--- config.mk ---
export PLATFORM = sky130hd
export DESIGN_NAME = gps_ca_codegen
export DESIGN_NICKNAME = d
export VERILOG_FILES = /design/src/rtl/gps_ca_codegen.sv
export SDC_FILE = /design/constraint.sdc
export NUM_CORES = 1
export LEC_CHECK = 0
export ABC_AREA = 1
export BUFFER_PORTS_ARGS = -buffer_cell sky130_fd_sc_hd__clkbuf_2
export CAP_MARGIN = 20
export CORE_UTILIZATION = 43
export DETAILED_ROUTE_END_ITERATION = 8
export SYNTH_ARGS = -nofsm -noshare
export SYNTH_HDL_FRONTEND = slang
export SYNTH_SLANG_ARGS = --single-unit
export TNS_END_PERCENT = 5
--- constraint.sdc ---
create_clock -name gps_clk_fast -period 2.6 [get_ports gps_clk_fast]
set_clock_uncertainty 0.1 [all_clocks]
set_input_delay 0.39 -clock gps_clk_fast [delete_from_list [all_inputs] [get_ports gps_clk_fast]]
set_output_delay 0.39 -clock gps_clk_fast [all_outputs]
set_load 0.005 [all_outputs]
--- src/rtl/gps_ca_codegen.sv ---
// gps_ca_codegen
// Generates the 1023-chip GPS C/A Gold code for one selectable PRN (1-32).
// Runs entirely on the 10.23 MHz fast clock; an internal divider produces the
// 1.023 MHz chip rate as a clock-enable, so no second clock domain exists.
//
// Parameters:
//   CHIP_DIV     fast-clock cycles per chip (1..1023)
//   CNT_W        divider counter width, 2^CNT_W >= CHIP_DIV
// Ports:
//   gps_clk_fast in   sole clock
//   gps_rst_n    in   asynchronous active-low reset
//   prn_sel      in   PRN number, sampled only on an accepted start (1-32)
//   start        in   single-cycle request to (re)load prn_sel, begin at chip 0
//   stop         in   abort generation, return to IDLE (wins over start)
//   busy         out  high while in RUN
//   prn_err      out  1-cycle pulse after a start with an illegal prn_sel
//   chip_valid   out  1-cycle strobe qualifying ca_chip, chip_idx and epoch
//   ca_chip      out  C/A chip value
//   chip_idx     out  index of the current chip, 0-1022
//   epoch        out  high with chip_valid on chip 1022
//   epoch_cnt    out  completed epochs since the last accepted start (wraps)

module gps_ca_codegen #(
    parameter int CHIP_DIV = 10,
    parameter int CNT_W    = 10
) (
    input  logic       gps_clk_fast,
    input  logic       gps_rst_n,
    input  logic [5:0] prn_sel,
    input  logic       start,
    input  logic       stop,
    output logic       busy,
    output logic       prn_err,
    output logic       chip_valid,
    output logic       ca_chip,
    output logic [9:0] chip_idx,
    output logic       epoch,
    output logic [7:0] epoch_cnt
);

    typedef enum logic {IDLE, RUN} state_t;

    localparam logic [CNT_W-1:0] DIV_LAST  = CNT_W'(CHIP_DIV - 1);
    localparam logic [9:0]       CHIP_LAST = 10'd1022;

    state_t        state_q;
    logic [5:0]    prn_q;
    logic [10:1]   g1_q;
    logic [10:1]   g2_q;
    logic [CNT_W-1:0] div_q;
    logic [9:0]    chipCnt_q;
    logic          prnErr_q;
    logic          chipValid_q;
    logic          caChip_q;
    logic [9:0]    chipIdx_q;
    logic          epoch_q;
    logic [7:0]    epochCnt_q;

    logic          prnLegal;
    logic [3:0]    tapA;
    logic [3:0]    tapB;
    logic          g2Sel;
    logic          g1Fb;
    logic          g2Fb;
    logic [10:1]   g1_d;
    logic [10:1]   g2_d;

    assign prnLegal = (prn_sel != 6'd0) && (prn_sel <= 6'd32);

    // Phase-selector tap pair for the latched PRN. The default is never used
    // because only legal PRNs are ever latched.
    always_comb begin
        tapA = 4'd1;
        tapB = 4'd1;
        case (prn_q)
            6'd1:  begin tapA = 4'd2; tapB = 4'd6;  end
            6'd2:  begin tapA = 4'd3; tapB = 4'd7;  end
            6'd3:  begin tapA = 4'd4; tapB = 4'd8;  end
            6'd4:  begin tapA = 4'd5; tapB = 4'd9;  end
            6'd5:  begin tapA = 4'd1; tapB = 4'd9;  end
            6'd6:  begin tapA = 4'd2; tapB = 4'd10; end
            6'd7:  begin tapA = 4'd1; tapB = 4'd8;  end
            6'd8:  begin tapA = 4'd2; tapB = 4'd9;  end
            6'd9:  begin tapA = 4'd3; tapB = 4'd10; end
            6'd10: begin tapA = 4'd2; tapB = 4'd3;  end
            6'd11: begin tapA = 4'd3; tapB = 4'd4;  end
            6'd12: begin tapA = 4'd5; tapB = 4'd6;  end
            6'd13: begin tapA = 4'd6; tapB = 4'd7;  end
            6'd14: begin tapA = 4'd7; tapB = 4'd8;  end
            6'd15: begin tapA = 4'd8; tapB = 4'd9;  end
            6'd16: begin tapA = 4'd9; tapB = 4'd10; end
            6'd17: begin tapA = 4'd1; tapB = 4'd4;  end
            6'd18: begin tapA = 4'd2; tapB = 4'd5;  end
            6'd19: begin tapA = 4'd3; tapB = 4'd6;  end
            6'd20: begin tapA = 4'd4; tapB = 4'd7;  end
            6'd21: begin tapA = 4'd5; tapB = 4'd8;  end
            6'd22: begin tapA = 4'd6; tapB = 4'd9;  end
            6'd23: begin tapA = 4'd1; tapB = 4'd3;  end
            6'd24: begin tapA = 4'd4; tapB = 4'd6;  end
            6'd25: begin tapA = 4'd5; tapB = 4'd7;  end
            6'd26: begin tapA = 4'd6; tapB = 4'd8;  end
            6'd27: begin tapA = 4'd7; tapB = 4'd9;  end
            6'd28: begin tapA = 4'd8; tapB = 4'd10; end
            6'd29: begin tapA = 4'd1; tapB = 4'd6;  end
            6'd30: begin tapA = 4'd2; tapB = 4'd7;  end
            6'd31: begin tapA = 4'd3; tapB = 4'd8;  end
            6'd32: begin tapA = 4'd4; tapB = 4'd9;  end
            default: begin tapA = 4'd1; tapB = 4'd1; end
        endcase
    end

    // One LFSR step: stage N moves to N+1, feedback enters stage 1.
    assign g2Sel = g2_q[tapA] ^ g2_q[tapB];
    assign g1Fb  = g1_q[3] ^ g1_q[10];
    assign g2Fb  = g2_q[2] ^ g2_q[3] ^ g2_q[6] ^ g2_q[8] ^ g2_q[9] ^ g2_q[10];
    assign g1_d  = {g1_q[9:1], g1Fb};
    assign g2_d  = {g2_q[9:1], g2Fb};

    // Control FSM, chip-rate divider and registered chip outputs.
    // Stop has priority over start; a legal start from either state restarts
    // the code at chip 0 and suppresses any strobe on that same edge.
    always_ff @(posedge gps_clk_fast or negedge gps_rst_n) begin
        if (!gps_rst_n) begin
            state_q     <= IDLE;
            prn_q       <= 6'd0;
            g1_q        <= '0;
            g2_q        <= '0;
            div_q       <= '0;
            chipCnt_q   <= '0;
            prnErr_q    <= 1'b0;
            chipValid_q <= 1'b0;
            caChip_q    <= 1'b0;
            chipIdx_q   <= '0;
            epoch_q     <= 1'b0;
            epochCnt_q  <= '0;
        end else begin
            prnErr_q    <= 1'b0;
            chipValid_q <= 1'b0;
            epoch_q     <= 1'b0;
            if (stop) begin
                state_q  <= IDLE;
                caChip_q <= 1'b0;
            end else if (start && prnLegal) begin
                state_q    <= RUN;
                prn_q      <= prn_sel;
                g1_q       <= '1;
                g2_q       <= '1;
                div_q      <= '0;
                chipCnt_q  <= '0;
                epochCnt_q <= '0;
            end else begin
                prnErr_q <= start;
                if (state_q == RUN) begin
                    if (div_q == DIV_LAST) begin
                        div_q       <= '0;
                        caChip_q    <= g1_q[10] ^ g2Sel;
                        chipIdx_q   <= chipCnt_q;
                        chipValid_q <= 1'b1;
                        epoch_q     <= (chipCnt_q == CHIP_LAST);
                        g1_q        <= g1_d;
                        g2_q        <= g2_d;
                        if (chipCnt_q == CHIP_LAST) begin
                            chipCnt_q  <= '0;
                            epochCnt_q <= epochCnt_q + 8'd1;
                        end else begin
                            chipCnt_q <= chipCnt_q + 10'd1;
                        end
                    end else begin
                        div_q <= div_q + 1'b1;
                    end
                end
            end
        end
    end

    assign busy       = (state_q == RUN);
    assign prn_err    = prnErr_q;
    assign chip_valid = chipValid_q;
    assign ca_chip    = caChip_q;
    assign chip_idx   = chipIdx_q;
    assign epoch      = epoch_q;
    assign epoch_cnt  = epochCnt_q;

endmodule

* Yosys cells after proc, flatten, opt, wreduce, memory -nomap -nowiden *
Memories as Yosys holds them, arrays and structs flattened.
Cells that the tools add are included.

storage, ports and cells
  bits in registers = 69
  memory bits (read-only) = 512
  input bits = 10
  logic and storage cells = 84
  memories kept = 1

memories
  memory            depth  bits a word  rd ports  clocked after Yosys merged registers in  write ports  RTL line  RTL
  (name not given)  64     8            1         0                                        0            75        case (prn_q)

cells by class
  add/sub/neg operators = 3
  order comparisons = 3
  equal/unequal tests = 3
  muxes and demuxes = 37
  bitwise gates (word level) = 10
  reductions and logical operators = 15

operators by type and width
  kind                     number
  $mux W10                 13
  $mux W8                  4
  $add A10 B1 Y10 const B  2
  $mux W1                  18
  $reduce_bool A2 Y1       6
  $eq A10 B10 Y1 const B   1
  $eq A10 B4 Y1 const B    1
  $lt A4 B5 Y1 const B     2
  $add A8 B1 Y8 const B    1
  $bmux W1 S4              2
  $reduce_and A4 Y1        2
  $xor A1 B1 Y1            8
  $le A6 B6 Y1 const B     1
  $reduce_and A3 Y1        2
  $reduce_bool A6 Y1       1
  $reduce_and A2 Y1        2
  $logic_and A1 B1 Y1      2
  $ne A2 B2 Y1 const B     1
  $not A1 Y1               2

* Depth between registers and ports, before layout *
Gate-level depths: netlist (run 1).
An unclocked memory read counts as a cell.

  depth after elaboration = 9
  depth in mapped cells = 20

* Worst setup path before layout (run 1) *
OpenSTA, ideal clock, no wires.

  path kind = reg-to-reg
  start = register prn_q[1]
  end = register caChip_q, in the netlist ca_chip
  data arrival time = 1.981 ns
  slack = 0.402 ns
  cell stages (with the launch flop) = 18
  cell sequence = dfrtp_1 > inv_1 > ha_1 > or2_2 > nand3_1 > nand2_1 > nor2_1 > nor2_1 > a21oi_1 > nand2_1 > nand3_1 > nand2_1 > inv_1 > nand2_1 > nand2_1 > nand2_1 > nand3_1 > nand2_1

between the ends
  cells in the longest elaborated chain, start to end = 9
  elaborated cells on any way between the ends = 11

RTL lines
  item                           RTL line  RTL
  start, declared                47        logic [5:0] prn_q;
  start signal, assigned         145       prn_q <= prn_sel;
  $mem_v2 Z64 W8 (*)             n/a
  $bmux W1 S4                    113       assign g2Sel = g2_q[tapA] ^ g2_q[tapB];
  $mux W1 (not written as such)  113
  $xor A1 B1 Y1 (*)              113
  $xor A1 B1 Y1 (*)              156       caChip_q <= g1_q[10] ^ g2Sel;
  $mux W1 (*)                    154       if (div_q == DIV_LAST) begin
  $mux W1 (*)                    153       if (state_q == RUN) begin
  $mux W1 (*)                    143       end else if (start && prnLegal) begin
  $mux W1 (*)                    140       if (stop) begin
  end signal, assigned           156
  end, declared                  54        logic caChip_q;

Every way passes the cells marked *; elsewhere a longest branch is shown, timed or not. The select of a mux whose other input is x is not followed.
A chain may end at the register's enable or synchronous reset.

* Worst setup path in the final report (run 1) *
  start = register prn_q[0]
  end = register caChip_q, in the netlist ca_chip

The elaborated chain is that of the path after synthesis.

==> results.tsv, run 1 <==
stage	metric	value	unit
status	outcome	completed	
sta	rsz0062_at_grt	no	
synthesis	yosysTopAreaCell	dfrtp_1	
critical_path	critPathRequiredTime	2.73	ns
cts	cts_buffers	9	
finish	n_antenna_cell	0	
critical_path	cpMaxStageDelayCell	dfrtp_2	
critical_path	startpoint_type	flip-flop	
placement	place_inst	651	
synthesis	netlist_top_cells_area	dfrtp_1, nand2_1, o21ai_0, inv_1, nand3_1	
pwr	p_int	2320	µW
synthesis	ys_ff_latch	69	
sta	hold_viol_final	0	
placement	portBuffers	32	
hold_path	hold_path.class	in -> reg	
sta	slew_viol_final	0	
sta	relSlewSlack	68.7	%
sta	setup_tns	0	ns
sta	fin_crit_sh	91.5	%
synthesis	ys_async_sr_fraction	100	%
cts	clk_latency	0.35	ns
cts	cts.sinks	69	
pwr	combPwrFrac	34.7	%
finish	drive_above_1_share	15.7	%
pwr	p_sw	1520	µW
critical_path	critical_path.top_delay_family	simple AND/OR/NAND/NOR gates	
synthesis	syn_area	4000	µm²
critical_path	crit_type	reg -> reg	
detailed_routing	drc	0	
synthesis	syn-instance-count	516	
synthesis	yosys_warnings	0	
detailed_routing	num_vias	3542	
critical_path	critical_path.max_fanout	7	
floorplan	dieWidth	98.5	µm
placement	routabilityCongestion	0.951	
sta	max_freq	421	MHz
finish	instances_no_fill	670	
cts	cts_tree	built	
synthesis	yosysSeqAreaShare	43.2	%
detailed_routing	vias_per_cell	5.29	
pwr	switching_share	39.5	%
synthesis	syn_nets	537	
cts	cts-root-buf	clkbuf_8	
pwr	seqPwrFrac	42.1	%
critical_path	crit_path_cell_trace	inv_2 -> ha_1 -> inv_1 -> nand2_1 -> nand3_1 -> nand3_1 -> nand3_1 -> nand2_1 -> nand2_1 -> nand2_1 -> nand2_1 -> inv_1 -> o21ai_0 -> nand2_1 -> nand2_1 -> nand2_1 -> nand2_1 -> nand3_1 -> nand2_1	
synthesis	synth_most_common_cell	nand2_1	
floorplan	dieArea	9690	µm²
finish	fillers	857	
critical_path	endpoint_kind	flip-flop	
synthesis	synth_top_cell_area_share	43.2	%
pwr	peakVddDrop	0.383	mV
synthesis	synth_ff_type	dfrtp_1	
grt	overflow	0	
detailed_routing	postRouteAntennaNets	0	
finish	syn_to_final_growth	13.4	%
detailed_routing	wl_per_cell	13.6	µm
critical_path	cp.buffers_inverters	3	
critical_path	arrival	2.51	ns
grt	antenna_found_initial	0	
grt	grt_pass1_vias	3304	
synthesis	ys_types	40	
sta	setup_viol	0	
floorplan	rows	34	
pwr	power_density	846	nW/µm²
cts	clockBufferDepth	2	
floorplan	io_pins	33	
detailed_routing	wl	9140	µm
pwr	p_leak	0.00222	µW
cts	h-tree-depth	3	
grt	grt_pass1_wl	15400	µm
synthesis	synth_common_cells	nand2_1, dfrtp_1, inv_1	
detailed_routing	drt_iter0_markers	139	
synthesis	synth_edf_count	0	
sta	period_minus_slack	2.38	ns
floorplan	start_util	45.2	%
floorplan	core-area	8850	µm²
pwr	totalPowerFinal	3840	µW
finish	nets	578	
run	cap_violations	0	
cts	clkTransAtPathRegs	0.08	ns
critical_path	critPathMostFrequentCell	nand2_1	
placement	dp_hpwl	6740	µm
sta	worst_pin_slew	0.468	ns
synthesis	avgSynthCellArea	7.75	µm²
pwr	clkPwrFrac	23.2	%
detailed_routing	first_pass_iters	4	
floorplan	die_h	98.5	µm
grt	grt_start_max_net_pins	52	
grt	track_usage	20.0	%
critical_path	cp_slowest_stage_delay	0.44	ns
flip-flops by register name, summed over array words and instances, names as in the netlist:
| register | count |
|---|---|
| chip_idx | 10 |
| epoch_cnt | 8 |
| busy | 1 |
| prn_q | 6 |
| ca_chip | 1 |
| g2_q | 10 |
| prn_err | 1 |
| div_q | 10 |
| chip_valid | 1 |
| epoch | 1 |
| g1_q | 10 |
| chipCnt_q | 10 |
power groups by stage:
stage / Combinational [µW] / Sequential [µW] / Clock [µW]
detailed placement: 1320 / 1630 / 0
global route: 1520 / 1660 / 964
finish: 1330 / 1610 / 892
global placement: 1300 / 1630 / 0
CTS: 1330 / 1610 / 908
floorplan: 1010 / 1560 / 0
what timing repair did:
action | CTS | global route
setup endpoints to repair | 0 | 1
setup buffers | 0 | 2
hold buffers | 1 | 0
hold endpoints to repair | 18 | 0
resized for setup | 0 | 4
cell families (layout without fill, tap and decap cells):
| logic type | Yosys count | in the layout | synth area share, % |
|---|---|---|---|
| DFF | 69 | 69 | 43.2 |
| and+or+nand+nor | 235 | 235 | 27.2 |
| AOI/OAI and AO/OA | 100 | 100 | 14.1 |
| adders and majority gates | 11 | 11 | 3.44 |
| xor gates and xnor gates | 11 | 11 | 2.60 |
| buffers and inverters | 90 | 136 | 9.48 |
metrics by stage:
stage | setup WS, ns | utilization, % | area [µm²] | hold slack, ns
2_1_floorplan | 0.402 | - | 4000 | -0.00559
3_3_place_gp | 0.153 | 48.7 | 4310 | 0.260
3_5_place_dp | 0.118 | 48.7 | 4310 | 0.268
4_1_cts | 0.0983 | 51.0 | 4520 | 0.118
5_1_grt | 0.00804 | 51.2 | 4530 | 0.115
6_report | 0.222 | 51.2 | 4530 | 0.128
per-layer routing:
metal  vias up  track usage, %  wire length (µm)
met5         -               0                 0
met4         0            7.23               139
met3        11            3.62               333
met2        66            33.2              4410
met1      1685            26.3              4260
li1       1780               -                 -
path summary, 6_finish.rpt:
check / from / endpoint / slack, ns / cells past startpoint
worst max-delay path: prn_q[0]$_DFFE_PN0N_ / ca_chip$_DFFE_PN0P_ / 0.22 / 19
worst max register to register: prn_q[0]$_DFFE_PN0N_ / ca_chip$_DFFE_PN0P_ / 0.22 / 19
worst min register to register: chip_idx[1]$_DFFE_PN0P_ / chip_idx[1]$_DFFE_PN0P_ / 0.39 / 2
min in group asynchronous: gps_rst_n / epoch_cnt[2]$_DFFE_PN0P_ / 0.42 / 2
max in group asynchronous: gps_rst_n / prn_q[0]$_DFFE_PN0N_ / 1.34 / 3
worst min-delay path: stop / prn_err$_DFF_PN0_ / 0.13 / 2
area by class of cell:
class | count | area [µm²] | area share [%]
multi-input cells | 357 | 1890 | 41.8
flip-flops and latches | 69 | 1730 | 38.1
repair buffers | 48 | 308 | 6.79
inverters | 72 | 270 | 5.96
well taps | 108 | 135 | 2.98
clock buffers | 9 | 124 | 2.73
clock inverters | 7 | 73.8 | 1.63
cells in the final DEF (no fill, tap or decap), drive strengths merged, types with 13 or more instances in the layout:
cell type,n
inv,71
nor2,33
nand2,119
nand3,44
clkbuf,40
buf,16
a21oi,19
nand4,13
dfrtp,69
o21ai,62
nor3,17
worst reg2reg max path: cells and delay by family (launching register included):
family          cells  cell delay (ns)
flops               1             0.44
fa+ha+maj           1             0.18
compound gates      1             0.13
buf+inv             3             0.24
simple gates       14             1.18
No activity file was read; power rests on OpenSTA's default activity.
==> inputs of run 2 (changes only) <==
CTS_BUF_LIST = sky130_fd_sc_hd__clkbuf_16   (was not set)
GPL_TIMING_DRIVEN = 0   (was not set)
==> results.tsv, run 2 (synthesized netlist as in run 1, its figures left out) <==
stage	metric	value	unit
status	outcome	completed	
hold_path	hp-start	stop	
cts	clk_latency	0.33	ns
sta	max_freq	424	MHz
finish	syn_to_final_growth	17.9	%
finish	drive_above_1_share	17.1	%
cts	cts-root-buf	clkbuf_16	
floorplan	core-area	8850	µm²
cts	h-tree-depth	3	
critical_path	critPathRequiredTime	2.72	ns
critical_path	rrSetupSlack	0.24	ns
critical_path	arrival	2.47	ns
detailed_routing	drc	0	
detailed_routing	drt_iter0_markers	159	
sta	hold_viol_final	0	
sta	rsz0062_at_grt	no	
finish	nets	584	
hold_path	hold_path.class	in -> reg	
cts	cts.sinks	69	
sta	fin_crit_sh	90.6	%
finish	multi_input_area	1940	µm²
placement	placed_area	4330	µm²
finish	n_antenna_cell	0	
finish	fillers	837	
floorplan	dieArea	9690	µm²
hold_path	holdPathEnd	prn_err$_DFF_PN0_	
sta	setup_tns	0	ns
grt	overflow	0	
detailed_routing	num_vias	3564	
grt	grt_pass1_vias	3451	
placement	portBuffers	32	
critical_path	crit_path_cell_trace	clkinv_4 -> ha_4 -> or2_2 -> nand3_1 -> nand2_1 -> nor2_2 -> nor2_2 -> a21oi_2 -> nand2_1 -> nand3_1 -> nand2_2 -> inv_1 -> nand2_1 -> nand2_1 -> nand2_1 -> nand3_2 -> nand2_1	
detailed_routing	wl	9100	µm
finish	mostFrequentLayoutCells	nand2_1, dfrtp_1, inv_1	
cts	cts_tree	built	
critical_path	critical_path.top_delay_family	simple AND/OR/NAND/NOR gates	
run	cap_violations	0	
detailed_routing	vias_per_cell	5.27	
critical_path	startpoint_type	flip-flop	
finish	register_area	1730	µm²
grt	grt_pass1_wl	15800	µm
placement	routabilityCongestion	0.863	
placement	dp_hpwl	6710	µm
critical_path	timing.reg2reg.worst_path_depth	17	
cts	cts_buffers	9	
sta	relSlewSlack	66.8	%
critical_path	critPathMostFrequentCell	nand2_1	
sta	setup_viol	0	
grt	grt_start_max_net_pins	53	
critical_path	critical_path.max_fanout	7	
pwr	power_density	906	nW/µm²
detailed_routing	postRouteAntennaNets	0	
finish	layout_commonest_cell	nand2_1	
critical_path	endpoint_kind	flip-flop	
critical_path	crit_type	reg -> reg	
floorplan	die_h	98.5	µm
floorplan	io_pins	33	
detailed_routing	first_pass_iters	5	
cts	clkTransAtPathRegs	0.06	ns
critical_path	cp.buffers_inverters	2	
finish	final_area	4720	µm²
floorplan	dieWidth	98.5	µm
hold_path	holdPathStages	2	
sta	slew_viol_final	0	
cts	clockBufferDepth	2	
floorplan	rows	34	
floorplan	start_util	45.2	%
sta	worst_pin_slew	0.498	ns
critical_path	cp_slowest_stage_delay	0.43	ns
sta	period_minus_slack	2.36	ns
grt	track_usage	20.3	%
pwr	peakVddDrop	0.470	mV
detailed_routing	wl_per_cell	13.5	µm
critical_path	cpMaxStageDelayCell	dfrtp_2	
critical_path	r2r-start	prn_q[0]$_DFFE_PN0N_	
pwr	p_leak	0.00229	µW
critical_path	r2r-end	ca_chip$_DFFE_PN0P_	
critical_path	cp.depth	17	
grt	antenna_found_initial	0	
[run 2: power by group]
group,total [µW],switching [µW],leakage [µW],internal (µW)
sequential,1620,261,0.000882,1360
clock,1280,445,0.000153,833
combinational,1370,842,0.00126,529
[run 2: worst register-to-register path: stages (launching register included)]
cell and delay [ns]:
dfrtp_2 0.43, clkinv_4 0.11, ha_4 0.26, or2_2 0.30, nand3_1 0.07, nand2_1 0.07
nor2_2 0.14, nor2_2 0.06, a21oi_2 0.10, nand2_1 0.06, nand3_1 0.09, nand2_2 0.07
inv_1 0.06, nand2_1 0.06, nand2_1 0.05, nand2_1 0.06, nand3_2 0.08, nand2_1 0.06
[run 2: layout make-up]
cell class                      instances  area share (%)
Multi-Input combinational cell        357            41.0
Sequential cell                        69            36.7
Inverter                               72            5.84
Clock buffer                            9            4.77
Timing Repair Buffer                   36            4.56
Tap cell                              108            2.86
Buffer                                 18            2.36
Clock inverter                          7            1.91
[run 2: worst max path at each step]
stage	from	to	slack (ns)
floorplan	prn_q[1]$_DFFE_PN0N_	ca_chip$_DFFE_PN0P_	0.40
global placement	prn_q[0]$_DFFE_PN0N_	ca_chip$_DFFE_PN0P_	0.02
detailed placement	prn_q[0]$_DFFE_PN0N_	ca_chip$_DFFE_PN0P_	0.01
CTS	prn_q[0]$_DFFE_PN0N_	ca_chip$_DFFE_PN0P_	0.0008
global route	prn_q[0]$_DFFE_PN0N_	ca_chip$_DFFE_PN0P_	0.007
finish	prn_q[0]$_DFFE_PN0N_	ca_chip$_DFFE_PN0P_	0.24
[run 2: timing repair]
action | CTS | global route
hold buffers | 1 | 0
gates resized for setup | 0 | 17
buffers inserted | 0 | 2
hold endpoints to repair | 17 | 0
setup endpoints to repair | 0 | 1
[run 2: per-stage QoR]
step / hold slack [ns] / total power (µW) / setup slack (ns) / std cells / util (%)
2_1_floorplan: -0.00559 / 2580 / 0.402 / 516 / -
3_3_place_gp: 0.364 / 2910 / 0.0210 / 656 / 48.5
3_5_place_dp: 0.228 / 2940 / 0.0134 / 657 / 48.9
4_1_cts: 0.132 / 4240 / 0.000846 / 674 / 52.6
5_1_grt: 0.143 / 4580 / 0.00657 / 676 / 53.3
6_report: 0.140 / 4270 / 0.244 / 676 / 53.3
[run 2: layer usage]
layer,track usage [%],vias to the layer above,wire length (µm)
met1,27.4,1692,4350
li1,-,1802,-
met3,3.40,8,280
met2,33.7,62,4350
met4,6.31,0,112
met5,0,-,0
